## src/rtl/i2c_seq_pkg.sv

```systemverilog
// Shared types and default constants for the I2C command sequencer.
package i2c_seq_pkg;

   localparam int DEF_DEPTH          = 4;
   localparam int DEF_GAP_CYCLES     = 50;
   localparam int DEF_TIMEOUT_CYCLES = 2048;

   // One queued host command: direction, 7-bit target, write byte, master mode
   typedef struct packed {
      logic       wr;
      logic [6:0] addr;
      logic [7:0] data;
      logic [2:0] mode;
   } cmd_t;

   typedef enum logic [2:0] {
      IDLE,
      LAUNCH,
      WAIT_DONE,
      RESP,
      GAP
   } state_t;

endpackage

```

## src/rtl/i2c_cmd_fifo.sv

```systemverilog
// Command FIFO for the I2C sequencer: power-of-two depth, wrap-bit pointers.
// A push while full is taken only when a pop happens on the same cycle.
module i2c_cmd_fifo
   import i2c_seq_pkg::*;
#(
   parameter int DEPTH = DEF_DEPTH
) (
   input  logic clk,
   input  logic reset_n,
   input  logic push,
   input  cmd_t wr_data,
   input  logic pop,
   output cmd_t rd_data,
   output logic full,
   output logic empty
);

   localparam int AW = $clog2(DEPTH);

   cmd_t          mem [DEPTH];
   logic [AW:0]   wr_ptr;
   logic [AW:0]   rd_ptr;
   logic          do_push;
   logic          do_pop;

   assign empty   = (wr_ptr == rd_ptr);
   assign full    = (wr_ptr[AW] != rd_ptr[AW]) && (wr_ptr[AW-1:0] == rd_ptr[AW-1:0]);
   assign do_pop  = pop && !empty;
   assign do_push = push && (!full || do_pop);
   assign rd_data = mem[rd_ptr[AW-1:0]];

   // Pointer update; the extra MSB distinguishes full from empty
   always_ff @(posedge clk or posedge reset_n) begin
      // NOTE: clocked state always uses non-blocking assignments so every register sees pre-edge values.
      if (reset_n) begin
         wr_ptr <= '0;
         rd_ptr <= '0;
      end else begin
         if (do_push) wr_ptr <= wr_ptr + (AW+1)'(1);
         if (do_pop)  rd_ptr <= rd_ptr + (AW+1)'(1);
      end
   end

   // Entry storage
   always_ff @(posedge clk) begin
      // NOTE: the array is not reset on purpose; the pointers alone define which entries are valid.
      if (do_push) mem[wr_ptr[AW-1:0]] <= wr_data;
   end

endmodule

```

## src/rtl/i2c_cmd_sequencer.sv

```systemverilog
// I2C command sequencer: queues host commands and plays them one at a time
// into an i2c_top master, returning one in-order response per command.
// Optional WAIT_DONE watchdog is enabled with the macro I2C_SEQ_TIMEOUT_EN.
// reset_n is active-high despite its name.
module i2c_cmd_sequencer
   import i2c_seq_pkg::*;
#(
   parameter int DEPTH          = DEF_DEPTH,
   parameter int GAP_CYCLES     = DEF_GAP_CYCLES,
   parameter int TIMEOUT_CYCLES = DEF_TIMEOUT_CYCLES
) (
   input  logic       clk,
   input  logic       reset_n,
   input  logic       cmd_valid,
   output logic       cmd_ready,
   input  logic       cmd_wr,
   input  logic [6:0] cmd_addr,
   input  logic [7:0] cmd_data,
   input  logic [2:0] cmd_mode,
   output logic       Master_EN,
   output logic       wr_rdn_en,
   output logic [7:0] input_data,
   output logic [6:0] addr,
   output logic [2:0] S,
   input  logic [7:0] data_out,
   input  logic       done,
   output logic       rsp_valid,
   input  logic       rsp_ready,
   output logic [7:0] rsp_data,
   output logic       rsp_wr,
   output logic       rsp_err,
   output logic       busy
);

   localparam int             GW       = (GAP_CYCLES > 1) ? $clog2(GAP_CYCLES) : 1;
   localparam logic [GW-1:0]  GAP_LAST = GW'(GAP_CYCLES - 1);

   state_t        state;
   cmd_t          cur_cmd;
   cmd_t          head;
   cmd_t          new_cmd;
   logic          fifo_full;
   logic          fifo_empty;
   logic          fifo_pop;
   logic          ready_en;
   logic [GW-1:0] gap_cnt;

`ifdef I2C_SEQ_TIMEOUT_EN
   localparam int             TW       = (TIMEOUT_CYCLES > 1) ? $clog2(TIMEOUT_CYCLES) : 1;
   localparam logic [TW-1:0]  TMO_LAST = TW'(TIMEOUT_CYCLES - 1);
   logic [TW-1:0] tmo_cnt;
   logic          rsp_err_q;
   assign rsp_err = rsp_err_q;
`else
   assign rsp_err = 1'b0;
`endif

   assign new_cmd   = '{wr: cmd_wr, addr: cmd_addr, data: cmd_data, mode: cmd_mode};
   assign cmd_ready = ready_en && !fifo_full;
   assign fifo_pop  = (state == IDLE) && !fifo_empty && !done;
   assign busy      = (state != IDLE) || !fifo_empty;

   i2c_cmd_fifo #(.DEPTH(DEPTH)) u_fifo (
      .clk     (clk),
      .reset_n (reset_n),
      .push    (cmd_valid && cmd_ready),
      .wr_data (new_cmd),
      .pop     (fifo_pop),
      .rd_data (head),
      .full    (fifo_full),
      .empty   (fifo_empty)
   );

   // Hold cmd_ready low through reset, open it from the first edge after release
   always_ff @(posedge clk or posedge reset_n) begin
      if (reset_n) ready_en <= 1'b0;
      else         ready_en <= 1'b1;
   end

   // Command FSM: pop, launch, wait for completion, respond, then hold the bus gap
   always_ff @(posedge clk or posedge reset_n) begin
      if (reset_n) begin
         state      <= IDLE;
         cur_cmd    <= '0;
         gap_cnt    <= '0;
         Master_EN  <= 1'b0;
         wr_rdn_en  <= 1'b0;
         input_data <= '0;
         addr       <= '0;
         S          <= '0;
         rsp_valid  <= 1'b0;
         rsp_data   <= '0;
         rsp_wr     <= 1'b0;
`ifdef I2C_SEQ_TIMEOUT_EN
         tmo_cnt    <= '0;
         rsp_err_q  <= 1'b0;
`endif
      end else begin
         case (state)
            IDLE: begin
               if (fifo_pop) begin
                  cur_cmd <= head;
                  state   <= LAUNCH;
               end
            end
            LAUNCH: begin
               addr       <= cur_cmd.addr;
               S          <= cur_cmd.mode;
               wr_rdn_en  <= cur_cmd.wr;
               input_data <= cur_cmd.wr ? cur_cmd.data : 8'h00;
               Master_EN  <= 1'b1;
`ifdef I2C_SEQ_TIMEOUT_EN
               tmo_cnt    <= '0;
`endif
               state      <= WAIT_DONE;
            end
            WAIT_DONE: begin
               if (done) begin
                  Master_EN <= 1'b0;
                  rsp_valid <= 1'b1;
                  rsp_wr    <= cur_cmd.wr;
                  rsp_data  <= cur_cmd.wr ? 8'h00 : data_out;
`ifdef I2C_SEQ_TIMEOUT_EN
                  rsp_err_q <= 1'b0;
`endif
                  state     <= RESP;
               end
`ifdef I2C_SEQ_TIMEOUT_EN
               else if (tmo_cnt == TMO_LAST) begin
                  Master_EN <= 1'b0;
                  rsp_valid <= 1'b1;
                  rsp_wr    <= cur_cmd.wr;
                  rsp_data  <= 8'h00;
                  rsp_err_q <= 1'b1;
                  state     <= RESP;
               end else begin
                  tmo_cnt <= tmo_cnt + TW'(1);
               end
`endif
            end
            RESP: begin
               if (rsp_ready) begin
                  rsp_valid <= 1'b0;
                  gap_cnt   <= '0;
                  state     <= GAP;
               end
            end
            GAP: begin
               if (gap_cnt == GAP_LAST) state <= IDLE;
               else                     gap_cnt <= gap_cnt + GW'(1);
            end
            default: state <= IDLE;
         endcase
      end
   end

endmodule

```

## config.mk

```make
export PLATFORM = sky130hd
export DESIGN_NAME = i2c_cmd_sequencer
export DESIGN_NICKNAME = d
export VERILOG_FILES = /design/src/rtl/i2c_seq_pkg.sv /design/src/rtl/i2c_cmd_fifo.sv /design/src/rtl/i2c_cmd_sequencer.sv
export SDC_FILE = /design/constraint.sdc
export NUM_CORES = 1
export LEC_CHECK = 0
export ABC_AREA = 1
export CORE_ASPECT_RATIO = 0.8
export CORE_MARGIN = 10
export CORE_UTILIZATION = 57
export DETAILED_ROUTE_END_ITERATION = 8
export PLACE_DENSITY = 0.8
export SYNTH_ARGS = -nofsm -noshare
export SYNTH_HDL_FRONTEND = slang
export SYNTH_SLANG_ARGS = --single-unit
```

## constraint.sdc

```tcl
create_clock -name clk -period 3.7 [get_ports clk]
set_clock_uncertainty 0.2 [all_clocks]
set_input_delay 1.11 -clock clk [delete_from_list [all_inputs] [get_ports clk]]
set_output_delay 1.11 -clock clk [all_outputs]
set_load 0.005 [all_outputs]
```

==> flow_summary_export.csv <==
group,metric,value,unit
outcome,outcome,"completed",
sta,max_freq,0.311,GHz
yosys,syn_area,5680,µm²
setup_path,cp.arrival,1.91,ns
yosys,async_flop_share,46.1,%
sta,fin_crit,3.22,ns
grt,grt_pass1_wl,19.7,mm
final_layout,antenna_cells,0,
cts,cts.sinks,141,
yosys,yosys_warnings,0,
sta,rsz0062_at_grt,"no",
place,gp_congestion,0.811,
yosys,synth_simple_gate_area_share,12.6,%
die,initial_core_util,58.6,%
yosys,synth_nets,553,
min_path,worstHoldPathCells,2,
yosys,synth_top_area_share,40.2,%
setup_path,critPathMaxFanout,5,
grt,grt_pass1_vias,3931,
cts,ctsResizeCount,0,
die,die_area,14400,µm²
grt,use_met3,6.11,%
final_layout,design_area,6980,µm²
yosys,synth_area_per_cell,11.0,µm²
final_layout,multi_input_area,1470,µm²
yosys,synth_common_cells,"78 x nand2_1, 76 x edfxtp_1, 75 x nor2_1",
setup_path,crit_path_end_kind,"primary output",
place,port_buffers,63,
min_path,hp-class,"register to register",
final_layout,fin_cells,731,
die,coreArea,9690,µm²
yosys,synth_mux_area_share,0,%
cts,post-cts-setup-buffers,0,
yosys,synth_top_family_by_area,"simple AND/OR/NAND/NOR gates",
final_layout,drive_above_1_share,10.3,%
route,firstDrtPassIters,5,
pwr,powerDensity,792,nW/µm²
final_layout,regArea,3910,µm²
grt,antenna_found_initial,0,
route,drc_errors,0,
die,fp-row-count,32,
sta,slew_headroom,46.0,%
grt,grt_most_used_layer,"met2",
cts,cts.reportedPaths.clkPinSlew,0.06,ns
sta,setup_violations,0,
die,ios,65,
sta,tightest_slew,0.809,ns
grt,grt_use_met1,21.2,%
yosys,synthAdderAreaFrac,1.54,%
grt,grt_max_degree,40,
cts,cts-root-buf,"clkbuf_16",
yosys,synthFlopType,"edfxtp_1",
place,place_area,6450,µm²
cts,hold_buffers,0,
final_layout,fillers,688,
grt,grt.total_usage,17.3,%
yosys,synth_compound_area_share,10.8,%
route,routed-via-count,3898,
pwr,max-vdd-ir-drop,0.427,mV
setup_path,cp_data_required_time,2.39,ns
grt,overflow,0,
route,wl_per_cell,16.2,µm
setup_path,rr_worst_depth,8,
final_layout,nets,622,
yosys,synth_xor_area_share,0.903,%
place,hpwl,7.67,mm
sta,setup_tns,0,ns
final_layout,area_growth,22.9,%
pwr,p_leak,2.86,nW
flow_run,maxCapViolations,0,
setup_path,crit_type,"register to primary output",
setup_path,reg2reg_slack,1.44,ns
route,dr.first_iter.drc_count,277,
pwr,totalPowerFinal,0.00552,W
sta,fin_crit_sh,87.0,%
yosys,synth_most_common_cell,"nand2_1",
grt,grt.met2_usage,28.4,%
yosys,synth-seq-area-share,68.8,%
yosys,ys_top_cells_by_area,"edfxtp_1 40%, dfrtp_1 29%, nand2_1 5.2%",
yosys,synth-seq-cells,141,
cts,clockBufferDepth,2,
cts,cts_buffers,17,
yosys,synth-edff-count,76,
yosys,yosysUniqueCellTypes,27,
yosys,yosys.area.top_type,"edfxtp_1",
final_layout,final_util,72.0,%
yosys,synthCells,514,
cts,cts_tree,"yes",
route,vias_per_cell,5.33,
cts,clkLatencyLatePin,0.42,ns
cts,cts.htree.levels,4,
route,drt_wl_total,11.8,mm
route,ant_nets,0,
die,die_w,132,µm
sta,slew_violations,0,
sta,hold_violations,0,
setup_path,start_kind,"register",
die,die_h,109,µm
place,dp_cells,700,
## cell families after synthesis
family | count (synthesis)
AOI/OAI and AO/OA | 111
xor gates and xnor gates | 5
adders and majority gates | 7
buffers and inverters | 71
DFF | 141
other | 2
and+or+nand+nor | 177
## routing by layer
metal | vias up | wire length, µm
li1 | 1877 | -
met1 | 1880 | 5300
met2 | 126 | 5630
met3 | 15 | 822
met4 | 0 | 98
met5 | - | 0
## where the power goes
group          internal [W]  total, W  switching, W
sequential          0.00206   0.00227      0.000208
clock              0.000849   0.00149      0.000641
combinational      0.000724   0.00177       0.00104
total               0.00363   0.00552       0.00189
## path summary, 6_finish.rpt
kind / from / endpoint
max: u_fifo.wr_ptr[0] / cmd_ready
min: Master_EN / Master_EN
max reg2reg: u_fifo.wr_ptr[0] / state[0]
min reg2reg: Master_EN / Master_EN
max in group asynchronous: reset_n / rsp_valid
min in group asynchronous: reset_n / rsp_data[4]
## area by class of cell
class	instances	share of cell area, %
Multi-Input combinational cell	302	21.1
Sequential cell	141	56.0
Inverter	47	2.53
Clock buffer	17	6.10
Tap cell	136	2.44
Timing Repair Buffer	74	10.4
Clock inverter	14	1.40
## critical path, stage by stage (launching register included)
cell,delay (ns)
dfrtp_1,0.43
inv_1,0.15
nand2_1,0.07
nand2_1,0.10
nand2_1,0.07
o21ai_1,0.16
inv_2,0.08
clkdlybuf4s50_1,0.45
## state kept, by name, summed over array words and instances (netlist names), 3 cells and up
signal and flops:
u_fifo.rd_ptr 3, input_data 8, gap_cnt 6, state 3, addr 7, u_fifo.wr_ptr 3, u_fifo.mem 76, cur_cmd 19
S 3, rsp_data 8
## stage by stage
| step | hold slack [ns] | setup WS [ns] |
|---|---|---|
| global route | 0.305 | 0.344 |
| floorplan | 0.243 | 0.764 |
| global placement | 0.262 | 0.860 |
| detailed placement | 0.259 | 0.854 |
| CTS | 0.273 | 0.471 |
| finish | 0.269 | 0.480 |
## layout by cell type (no fill, tap or decap)
cell / n
nor2_2: 2
o21ai_2: 8
nor2_1: 75
buf_12: 1
inv_2: 6
nand4_1: 5
nand2_1: 78
inv_1: 41
clkinvlp_4: 4
dfrtp_1: 65
nand3_1: 12
xor2_1: 4
o21a_1: 1
or2_1: 1
nand2_2: 2
o21ai_1: 25
nand3b_1: 1
xnor2_2: 1
inv_6: 2
ha_1: 7
o21ai_0: 36
buf_4: 10
clkdlybuf4s50_1: 63
clkinv_2: 4
a21oi_1: 21
edfxtp_1: 76
clkinv_1: 1
nor3_2: 1
o22ai_1: 20
conb_1: 2
clkbuf_16: 17
clkinv_4: 3
No activity file was read; power rests on OpenSTA's default activity.
